<file path="config.mk">
export PLATFORM = sky130hd
export DESIGN_NAME = saturation_correction_power_stage
export DESIGN_NICKNAME = d
export VERILOG_FILES = /design/src/rtl/saturation_correction_power_stage.sv
export SDC_FILE = /design/constraint.sdc
export NUM_CORES = 1
export LEC_CHECK = 0
export BUFFER_PORTS_ARGS = -buffer_cell sky130_fd_sc_hd__buf_2
export CAP_MARGIN = 30
export CORE_ASPECT_RATIO = 0.5
export CORE_MARGIN = 2
export CORE_UTILIZATION = 23
export CTS_CLUSTER_SIZE = 16
export DETAILED_ROUTE_END_ITERATION = 10
export GPL_ROUTABILITY_DRIVEN = 0
export MAX_ROUTING_LAYER = met4
export PLACE_DENSITY = 0.46
export SLEW_MARGIN = 20
export SYNTH_ARGS = -nofsm -noshare
export SYNTH_HDL_FRONTEND = slang
export SYNTH_SLANG_ARGS = --single-unit
</file>
<file path="constraint.sdc">
create_clock -name clk -period 3.2 [get_ports clk]
set_input_delay 0.16 -clock clk [delete_from_list [all_inputs] [get_ports clk]]
set_output_delay 0.16 -clock clk [all_outputs]
set_load 0.1 [all_outputs]
</file>
<file path="src/rtl/saturation_correction_power_stage.sv">
// Exponent-term feeder for SRSC saturation correction: Ac^0.3 (Q3.7) per A update via a load FSM,
// and Jc^0.7 (Q6.4) streamed per pixel through a 2-stage valid/ready pipeline.
module saturation_correction_power_stage (
    input  logic       clk,
    input  logic       rst_n,
    input  logic       a_load_i,
    input  logic [7:0] a_r_i,
    input  logic [7:0] a_g_i,
    input  logic [7:0] a_b_i,
    output logic       a_busy_o,
    input  logic       s_valid_i,
    output logic       s_ready_o,
    input  logic [7:0] j_r_i,
    input  logic [7:0] j_g_i,
    input  logic [7:0] j_b_i,
    output logic       m_valid_o,
    input  logic       m_ready_i,
    output logic [9:0] ac_r_o,
    output logic [9:0] ac_g_o,
    output logic [9:0] ac_b_o,
    output logic [9:0] jc_r_o,
    output logic [9:0] jc_g_o,
    output logic [9:0] jc_b_o
);

    function automatic logic [127:0] pow10(input logic [127:0] x);
        logic [127:0] p;
        p = 128'd1;
        for (int i = 0; i < 10; i++) p = p * x;
        return p;
    endfunction

    // Largest y in 0..1023 with (2y-1)^10 <= t, i.e. round(t^(1/10) / 2), saturating at 1023.
    function automatic logic [9:0] round_root10(input logic [127:0] t);
        int lo, hi, mid;
        lo = 0;
        hi = 1023;
        while (lo < hi) begin
            mid = (lo + hi + 1) / 2;
            if (pow10(128'(2 * mid - 1)) <= t) lo = mid;
            else hi = mid - 1;
        end
        return 10'(lo);
    endfunction

    // A table: (2x)^10 = k^3 * 2^80 for x = k^0.3*128; J table: (2x)^10 = k^7 * 2^50 for x = k^0.7*16.
    function automatic logic [2559:0] gen_rom(input logic is_j);
        logic [2559:0] rom;
        logic [127:0]  k, t;
        rom = '0;
        for (int i = 0; i < 256; i++) begin
            k = 128'(i);
            t = is_j ? ((k * k * k * k * k * k * k) << 50) : ((k * k * k) << 80);
            rom[i*10 +: 10] = round_root10(t);
        end
        return rom;
    endfunction

    localparam logic [2559:0] A_ROM = gen_rom(1'b0);
    localparam logic [2559:0] J_ROM = gen_rom(1'b1);

    logic [9:0] a_rom [256];
    logic [9:0] j_rom [256];
    for (genvar k = 0; k < 256; k++) begin : g_rom
        assign a_rom[k] = A_ROM[k*10 +: 10];
        assign j_rom[k] = J_ROM[k*10 +: 10];
    end

    typedef enum logic [1:0] {IDLE, DRAIN, LOAD, RUN} state_t;

    state_t     state_q, state_d;
    logic [1:0] cnt_q, cnt_d;
    logic       a_pend_q, a_pend_d;
    logic [7:0] ahold_r_q, ahold_g_q, ahold_b_q;
    logic [7:0] alat_r_q, alat_g_q, alat_b_q;
    logic [9:0] apow_r_q, apow_g_q, apow_b_q;
    logic [9:0] a_rom_q;
    logic [7:0] a_addr;
    logic       v1_q, v2_q;
    logic [9:0] jrd_r_q, jrd_g_q, jrd_b_q;
    logic [9:0] ac_r_q, ac_g_q, ac_b_q;
    logic [9:0] jc_r_q, jc_g_q, jc_b_q;
    logic       en, accept, enter_load;

    always_comb begin
        state_d = state_q;
        case (state_q)
            IDLE:    if (a_pend_q) state_d = LOAD;
            RUN:     if (a_pend_q) state_d = DRAIN;
            DRAIN:   if (!v1_q && !v2_q) state_d = LOAD;
            LOAD:    if (cnt_q == 2'd3) state_d = a_pend_q ? DRAIN : RUN;
            default: state_d = IDLE;
        endcase
    end

    assign enter_load = (state_d == LOAD) && (state_q != LOAD);
    assign cnt_d      = (state_q == LOAD) ? cnt_q + 2'd1 : 2'd0;
    // A pulse coinciding with LOAD entry keeps the request pending so the newer A is loaded next.
    assign a_pend_d   = a_load_i | (a_pend_q & ~enter_load);

    assign en        = !v2_q || m_ready_i;
    assign s_ready_o = (state_q == RUN) && !a_pend_q && en;
    assign accept    = s_valid_i && s_ready_o;
    assign a_busy_o  = a_pend_q || (state_q == DRAIN) || (state_q == LOAD);

    always_comb begin
        a_addr = alat_b_q;
        case (cnt_q)
            2'd0:    a_addr = alat_r_q;
            2'd1:    a_addr = alat_g_q;
            default: a_addr = alat_b_q;
        endcase
    end

    always_ff @(posedge clk or negedge rst_n) begin
        if (!rst_n) begin
            state_q   <= IDLE;
            cnt_q     <= 2'd0;
            a_pend_q  <= 1'b0;
            ahold_r_q <= '0;
            ahold_g_q <= '0;
            ahold_b_q <= '0;
            alat_r_q  <= '0;
            alat_g_q  <= '0;
            alat_b_q  <= '0;
            apow_r_q  <= '0;
            apow_g_q  <= '0;
            apow_b_q  <= '0;
            v1_q      <= 1'b0;
            v2_q      <= 1'b0;
            ac_r_q    <= '0;
            ac_g_q    <= '0;
            ac_b_q    <= '0;
            jc_r_q    <= '0;
            jc_g_q    <= '0;
            jc_b_q    <= '0;
        end else begin
            state_q  <= state_d;
            cnt_q    <= cnt_d;
            a_pend_q <= a_pend_d;
            if (a_load_i) begin
                ahold_r_q <= a_r_i;
                ahold_g_q <= a_g_i;
                ahold_b_q <= a_b_i;
            end
            if (enter_load) begin
                alat_r_q <= ahold_r_q;
                alat_g_q <= ahold_g_q;
                alat_b_q <= ahold_b_q;
            end
            // ROM data for the address issued in LOAD cycle n lands in cycle n+1.
            if (state_q == LOAD) begin
                case (cnt_q)
                    2'd1:    apow_r_q <= a_rom_q;
                    2'd2:    apow_g_q <= a_rom_q;
                    2'd3:    apow_b_q <= a_rom_q;
                    default: ;
                endcase
            end
            if (en) begin
                v1_q   <= accept;
                v2_q   <= v1_q;
                ac_r_q <= apow_r_q;
                ac_g_q <= apow_g_q;
                ac_b_q <= apow_b_q;
                jc_r_q <= jrd_r_q;
                jc_g_q <= jrd_g_q;
                jc_b_q <= jrd_b_q;
            end
        end
    end

    always_ff @(posedge clk) begin
        a_rom_q <= a_rom[a_addr];
        if (accept) begin
            jrd_r_q <= j_rom[j_r_i];
            jrd_g_q <= j_rom[j_g_i];
            jrd_b_q <= j_rom[j_b_i];
        end
    end

    assign m_valid_o = v2_q;
    assign ac_r_o    = ac_r_q;
    assign ac_g_o    = ac_g_q;
    assign ac_b_o    = ac_b_q;
    assign jc_r_o    = jc_r_q;
    assign jc_g_o    = jc_g_q;
    assign jc_b_o    = jc_b_q;

endmodule

</file>
==> out/results.ini, run 1 <==
[clock_tree]
cts.htree.levels = 4
clock_latency_ns = 0.46
cts-buffers-inserted = 17
cts_tree = done
clockBufferDepth = 2
root_buffer = clkbuf_16
post-cts-setup-buffers = 0
clkSlewWorstSetupHoldPaths_ns = 0.08
cts.sinks = 185

[setup_path]
crit_fanout = 9
start_kind = flip-flop
path_depth = 12
cp_slowest_cell = or3b_4
critical_path_buf_inv_count = 3
slowest_delay_ns = 0.44
cp_data_arrival_time_ns = 3.30
rrSetupSlack_ns = 0.23
crit_chain = inv_1 > ha_1 > buf_4 > or3b_4 > nand2_4 > buf_4 > ha_1 > a21oi_1 > o2bb2ai_1 > o221ai_1 > a22oi_1 > o32ai_1
crit_path_end_kind = flip-flop
r2r_end = a_rom_q[2]$_DFF_P_
worstReg2RegStart = cnt_q[0]$_DFF_PN0_
r2r_cells = 12
critPathTopFamily = compound AO/OA/AOI/OAI gates
required_ns = 3.53
worst-setup-path-type = reg -> reg

[place]
hpwlAfterDp_um = 41610
place_ws_ns = 0.2594
dpl_cell_area_mm2 = 0.01849
port_buffers = 115

[sta]
setup_viol = 0
skew_ns = 0.01279
finalCritPeriodShare_pct = 92.90
relSlewSlack_pct = 41.89
post-route-min-period_ns = 2.973
drv_slew = 0
timing.fmax_mhz = 336.4
hold_viol = 0
setup_slack_ns = 0.2272
tightest_slew_ns = 0.8717
fin_tns_setup_ns = 0
rsz0062_at_grt = no
holdWs_ns = 0.2507

[detailed_routing]
finalWirelength_um = 59560
route.detailed.drc = 0
num_vias = 17110
ant_nets = 0
drtIter0Drc = 1830
via_per_inst = 5.395
drtPass1Iterations = 5
wl_per_cell_um = 18.78

[power_and_ir_drop]
power.density_mw_per_mm2 = 968.6
ir_worst_vdd_v = 0.0008297
clockPowerShare_pct = 12.2
power_switching_uw = 9996
switching_share_pct = 53.29
p_total_uw = 18760
seq_power_share_pct = 19.5
p_int_uw = 8763
combinationalPowerShare_pct = 68.3
p_leak_uw = 0.007713

[global_route]
grt_usage_pct = 16.07
grt_pass1_vias = 16300
antenna_found_initial = 2
grt_max_degree = 75
grt_pass1_wl_um = 94570
overflow = 0

[worst_hold_path]
hold_start = j_b_i[7]
worstHoldPathType = in -> reg
hold_depth = 2
min_to = jrd_b_q[6]$_DFFE_PP_

[final_layout]
final_cell_mix = 356 x nand2_1, 195 x a21oi_1, 166 x o21ai_0
nFillCells = 7842
layout.nets = 2311
final_common_cell = nand2_1
layout-drive-gt1-share_pct = 18.54
area_growth_pct = 16.30
final_area_mm2 = 0.01937

[yosys]
synth_warnings = 0
synth-async-reset-ratio_pct = 78.38
yosysSeqAreaShare_pct = 28.40
synth.distinct_cells = 91
synth_edf_count = 30
synth-main-ff-cell = dfrtp_1
syn-num-nets = 2254
postSynthAreaPerCell_um2 = 7.778
syn_area_mm2 = 0.01665
yosys_register_bits = 185
syn_inst = 2141

[outcome]
outcome = finished clean

[die]
core_area_mm2 = 0.07131
row_count = 69
die_y_um = 194.3
top_level_ports = 116
initial_utilization_pct = 23.35
fp.dieArea_mm2 = 0.07470
die_w_um = 384.5

[flow_run]
cap_violations = 0

area by class of cell:
type / count / area (um^2) / share of cell area, %
clock inverter: 13 / 178.9 / 0.9238
clock buffer: 19 / 442.9 / 2.287
multi-input combinational: 1700 / 10810 / 55.81
sequential: 185 / 4730 / 24.42
antenna: 2 / 5.005 / 0.02584
timing repair buffer: 258 / 1868 / 9.645
inverter: 36 / 135.1 / 0.6977
tap: 958 / 1199 / 6.189
metrics by stage:
stage	utilization, %	cells
2_1_floorplan	-	2141
4_1_cts	27.15	3169
6_report	27.16	3171
3_3_place_gp	25.93	3112
5_1_grt	27.16	3171
3_5_place_dp	25.93	3112
cells in the mapped netlist (7+ instances only):
library cell,count,area share (%)
nand2_1,356,8.0
o221ai_1,19,1.0
o32ai_1,8,0.42
o21ai_0,166,5.0
nor3_1,66,2.0
o31ai_1,13,0.59
buf_2,66,2.0
and2_1,12,0.45
ha_1,60,4.5
o311ai_1,7,0.37
xnor2_1,11,0.58
a221oi_1,19,1.0
a221o_1,7,0.42
a211oi_1,58,2.6
a22oi_1,15,0.68
nor2b_1,28,1.1
o311a_1,7,0.42
o22ai_1,28,1.1
buf_1,29,0.65
mux2i_1,18,1.1
mux4_2,18,2.4
dfrtp_1,145,22
nand2b_1,34,1.3
inv_1,25,0.56
o211ai_1,49,2.2
nor2_1,161,3.6
a21oi_1,195,5.9
o21ai_1,9,0.27
a22o_1,10,0.53
o311ai_0,18,0.95
a2111oi_0,9,0.47
mux2_2,83,5.6
clkbuf_1,109,2.5
dfxtp_1,10,1.2
a311oi_1,19,1.0
a211o_1,9,0.47
a21o_1,16,0.72
edfxtp_1,30,5.4
nand3_1,30,0.90
a31oi_1,28,1.1
buf_6,10,0.68
power by group through the flow:
stage | Combinational (uW) | Sequential (uW) | Clock, uW
finish | 12800 | 3650 | 2290
global route | 13700 | 3760 | 2480
CTS | 12600 | 3690 | 2370
detailed placement | 12600 | 3730 | 0
global placement | 12700 | 3720 | 0
floorplan | 7720 | 5180 | 0
worst max path at each step:
stage	start	end
4_1_cts	cnt_q[0]$_DFF_PN0_	a_rom_q[3]$_DFF_P_
3_3_place_gp	cnt_q[0]$_DFF_PN0_	a_rom_q[2]$_DFF_P_
3_5_place_dp	cnt_q[0]$_DFF_PN0_	a_rom_q[3]$_DFF_P_
5_1_grt	cnt_q[0]$_DFF_PN0_	a_rom_q[0]$_DFF_P_
2_1_floorplan	m_valid_o$_DFFE_PN0P_	jrd_b_q[0]$_DFFE_PP_
6_report	cnt_q[0]$_DFF_PN0_	a_rom_q[2]$_DFF_P_
cell families after synthesis:
family / count (synthesis) / synth area share, %
and+or+nand+nor: 730 / 19.36
DFF: 185 / 28.40
xor gates and xnor gates: 11 / 0.5785
AOI/OAI and AO/OA: 778 / 31.05
adders and majority gates: 62 / 4.628
muxes: 119 / 9.129
buffers and inverters: 256 / 6.852
layer usage:
| metal | vias up | track usage [%] | wire [um] |
|---|---|---|---|
| li1 | 8045 | - | - |
| met1 | 8318 | 20.76 | 25740 |
| met3 | 86 | 2.170 | 3503 |
| met2 | 660 | 25.99 | 28910 |
| met4 | 0 | 4.919 | 1400 |
| met5 | - | - | 0 |
what timing repair did:
item | in CTS | in global routing
hold endpoints to repair | 95 | 0
hold buffers | 25 | 0
gates resized for setup | 0 | 0
Power figures use the tool's default switching activity.
==> inputs of run 2 (changes only) <==
--- a/config.mk
+++ b/config.mk
@@ -5,7 +5,7 @@
 export SDC_FILE = /design/constraint.sdc
 export NUM_CORES = 1
 export LEC_CHECK = 0
-export BUFFER_PORTS_ARGS = -buffer_cell sky130_fd_sc_hd__buf_2
+export BUFFER_PORTS_ARGS = -buffer_cell sky130_fd_sc_hd__buf_4
 export CAP_MARGIN = 30
 export CORE_ASPECT_RATIO = 0.5
 export CORE_MARGIN = 2
==> run 2 against run 1 <==
  * Critical path depth stayed put
  * Setup slack worse by 0.063 ns
  * Final area is 1.0% higher
  * Clock power is 2% lower
  * Die area stayed put
  * Largest cell class unchanged
  * Largest power group unchanged
==> out/results.ini, run 2 (synthesized netlist as in run 1, its figures left out) <==
[global_route]
overflow = 0  ; unchanged
grt_usage_pct = 16.40  ; +0.33 points
grt_pass1_vias = 16570  ; +1.7%
grt_max_degree = 92  ; +23%
grt_pass1_wl_um = 96360  ; +1.9%
antenna_found_initial = 0  ; -2

[setup_path]
cp_data_arrival_time_ns = 3.35  ; +0.05 ns
crit_fanout = 24  ; +15
slowest_delay_ns = 0.44  ; about the same
critical_path_buf_inv_count = 4  ; +1
r2r_cells = 12  ; unchanged
worstReg2RegStart = cnt_q[0]$_DFF_PN0_
start_kind = flip-flop
r2r_end = a_rom_q[0]$_DFF_P_
crit_top_cell = buf_4
cp_slowest_cell = or3b_4
rrSetupSlack_ns = 0.16  ; -0.06 ns
worst-setup-path-type = reg -> reg
required_ns = 3.52  ; about the same
crit_chain = inv_1 > ha_1 > buf_4 > or3b_4 > nand2_4 > inv_2 > buf_4 > xnor2_1 > o221ai_1 > a211oi_1 > o32ai_1 > a22oi_1
critPathTopFamily = compound AO/OA/AOI/OAI gates
crit_path_end_kind = flip-flop

[die]
core_area_mm2 = 0.07131  ; unchanged
top_level_ports = 116  ; unchanged
die_w_um = 384.5  ; unchanged
initial_utilization_pct = 23.35  ; unchanged
fp.dieArea_mm2 = 0.07470  ; unchanged
die_y_um = 194.3  ; unchanged
row_count = 69  ; unchanged

[final_layout]
final_area_mm2 = 0.01957  ; +1.0%
nFillCells = 7828  ; -0.18%
layout-drive-gt1-share_pct = 18.65  ; +0.11 points
area_growth_pct = 17.50
layout.nets = 2314  ; +0.13%
diodes = 0  ; -2
final_cell_mix = 356 x nand2_1, 231 x buf_4, 195 x a21oi_1
final_common_cell = nand2_1

[detailed_routing]
via_per_inst = 5.442  ; +0.87%
ant_nets = 0  ; unchanged
num_vias = 17260  ; +0.90%
route.detailed.drc = 0  ; unchanged
finalWirelength_um = 60930  ; +2.3%
drtIter0Drc = 2063  ; +13%
wl_per_cell_um = 19.21  ; +2.3%
drtPass1Iterations = 8  ; +3

[place]
dpl_cell_area_mm2 = 0.01868  ; +1.0%
hpwlAfterDp_um = 42020  ; +0.99%
port_buffers = 115  ; unchanged

[sta]
finalCritPeriodShare_pct = 94.88  ; +2.0 points
rsz0062_at_grt = no
skew_ns = 0.01667  ; +0.003883 ns
holdWs_ns = 0.09815  ; -0.1526 ns
timing.fmax_mhz = 329.4  ; -2.1%
fin_tns_setup_ns = 0  ; unchanged
hold_viol = 0  ; unchanged
drv_slew = 0  ; unchanged
relSlewSlack_pct = 49.65  ; +7.8 points
setup_viol = 0  ; unchanged
tightest_slew_ns = 0.7552  ; -0.1165 ns
post-route-min-period_ns = 3.036  ; +0.06345 ns

[clock_tree]
root_buffer = clkbuf_16
cts-buffers-inserted = 17  ; unchanged
clock_latency_ns = 0.46  ; about the same
cts.sinks = 185  ; unchanged
cts.htree.levels = 4  ; unchanged
clockBufferDepth = 2  ; unchanged
post-cts-setup-buffers = 0  ; unchanged
ctsHoldBuffers = 25  ; unchanged
cts_resized = 0  ; unchanged
cts_tree = done
clkSlewWorstSetupHoldPaths_ns = 0.09  ; about the same

[power_and_ir_drop]
p_int_uw = 8800  ; +0.42%
clockPowerShare_pct = 11.9  ; -0.3 points
power_switching_uw = 10140  ; +1.4%
seq_power_share_pct = 19.3  ; -0.2 points
switching_share_pct = 53.54  ; +0.25 points
p_leak_uw = 0.007778  ; +0.83%
combinationalPowerShare_pct = 68.8  ; +0.5 points
power.density_mw_per_mm2 = 968.0  ; about the same
ir_worst_vdd_v = 0.0008238  ; -0.72%

[outcome]
outcome = finished clean

[flow_run]
cap_violations = 0  ; unchanged

[worst_hold_path]
worstHoldPathType = in -> async

run 2: cell types whose count changed in the layout (fill, tap and decap cells not counted), moves of 2 or more:
cell / change
buf_4: +125
clkinv_4: -3
clkinv_8: +3
buf_2: -114
buf_12: -9
diode_2: -2
run 2: how the worst max path moves through the flow:
stage                            to  slack (ns)  cells past startpoint                   from
2_1_floorplan  jrd_b_q[0]$_DFFE_PP_       0.007                      4  m_valid_o$_DFFE_PN0P_
3_3_place_gp     a_rom_q[0]$_DFF_P_        0.23                     11     cnt_q[0]$_DFF_PN0_
3_5_place_dp     a_rom_q[0]$_DFF_P_        0.24                     12     cnt_q[0]$_DFF_PN0_
4_1_cts          a_rom_q[0]$_DFF_P_        0.20                     11     cnt_q[0]$_DFF_PN0_
5_1_grt          a_rom_q[0]$_DFF_P_        0.02                     12     cnt_q[0]$_DFF_PN0_
6_report         a_rom_q[0]$_DFF_P_        0.16                     12     cnt_q[0]$_DFF_PN0_
run 2: worst reg2reg max path, cell delays in order, from the launching register on:
cell and delay [ns]:
dfrtp_1 0.40, inv_1 0.08, ha_1 0.29, buf_4 0.21, or3b_4 0.44, nand2_4 0.19, inv_2 0.08, buf_4 0.23
xnor2_1 0.20, o221ai_1 0.25, a211oi_1 0.11, o32ai_1 0.33, a22oi_1 0.11
run 2: power groups by stage:
stage                     clock network (uW)  logic, uW  registers (uW)
final                                   2250      13000            3660
after global placement                     0      12900            3720
after floorplan                            0       7720            5180
after global routing                    2430      13900            3760
after CTS                               2340      12800            3680
after detailed placement                   0      12700            3730
run 2: layout make-up:
cell class                      instances  area, um^2  area share (%)
Inverter                               36       135.1          0.6906
Tap cell                              958        1199           6.126
Clock inverter                         14       181.4          0.9272
Timing Repair Buffer                  261        2083           10.65
Sequential cell                       185        4730           24.17
Multi-Input combinational cell       1700       10810           55.24
Clock buffer                           18       429.2           2.193
run 2: through the flow:
| stage | instances | total power [uW] | setup WS [ns] | utilization [%] |
|---|---|---|---|---|
| after CTS | 3171 | 18810 | 0.1960 | 27.40 |
| after floorplan | 2141 | 12900 | 0.007336 | - |
| after global placement | 3114 | 16660 | 0.2279 | 26.19 |
| after detailed placement | 3114 | 16450 | 0.2401 | 26.19 |
| final | 3172 | 18940 | 0.1638 | 27.44 |
| after global routing | 3172 | 20060 | 0.01555 | 27.44 |
run 2: routing by layer:
metal / track usage, % / routed length [um]
met5: - / 0
met4: 4.745 / 1377
met3: 1.917 / 3680
met2: 26.51 / 29470
met1: 21.51 / 26400
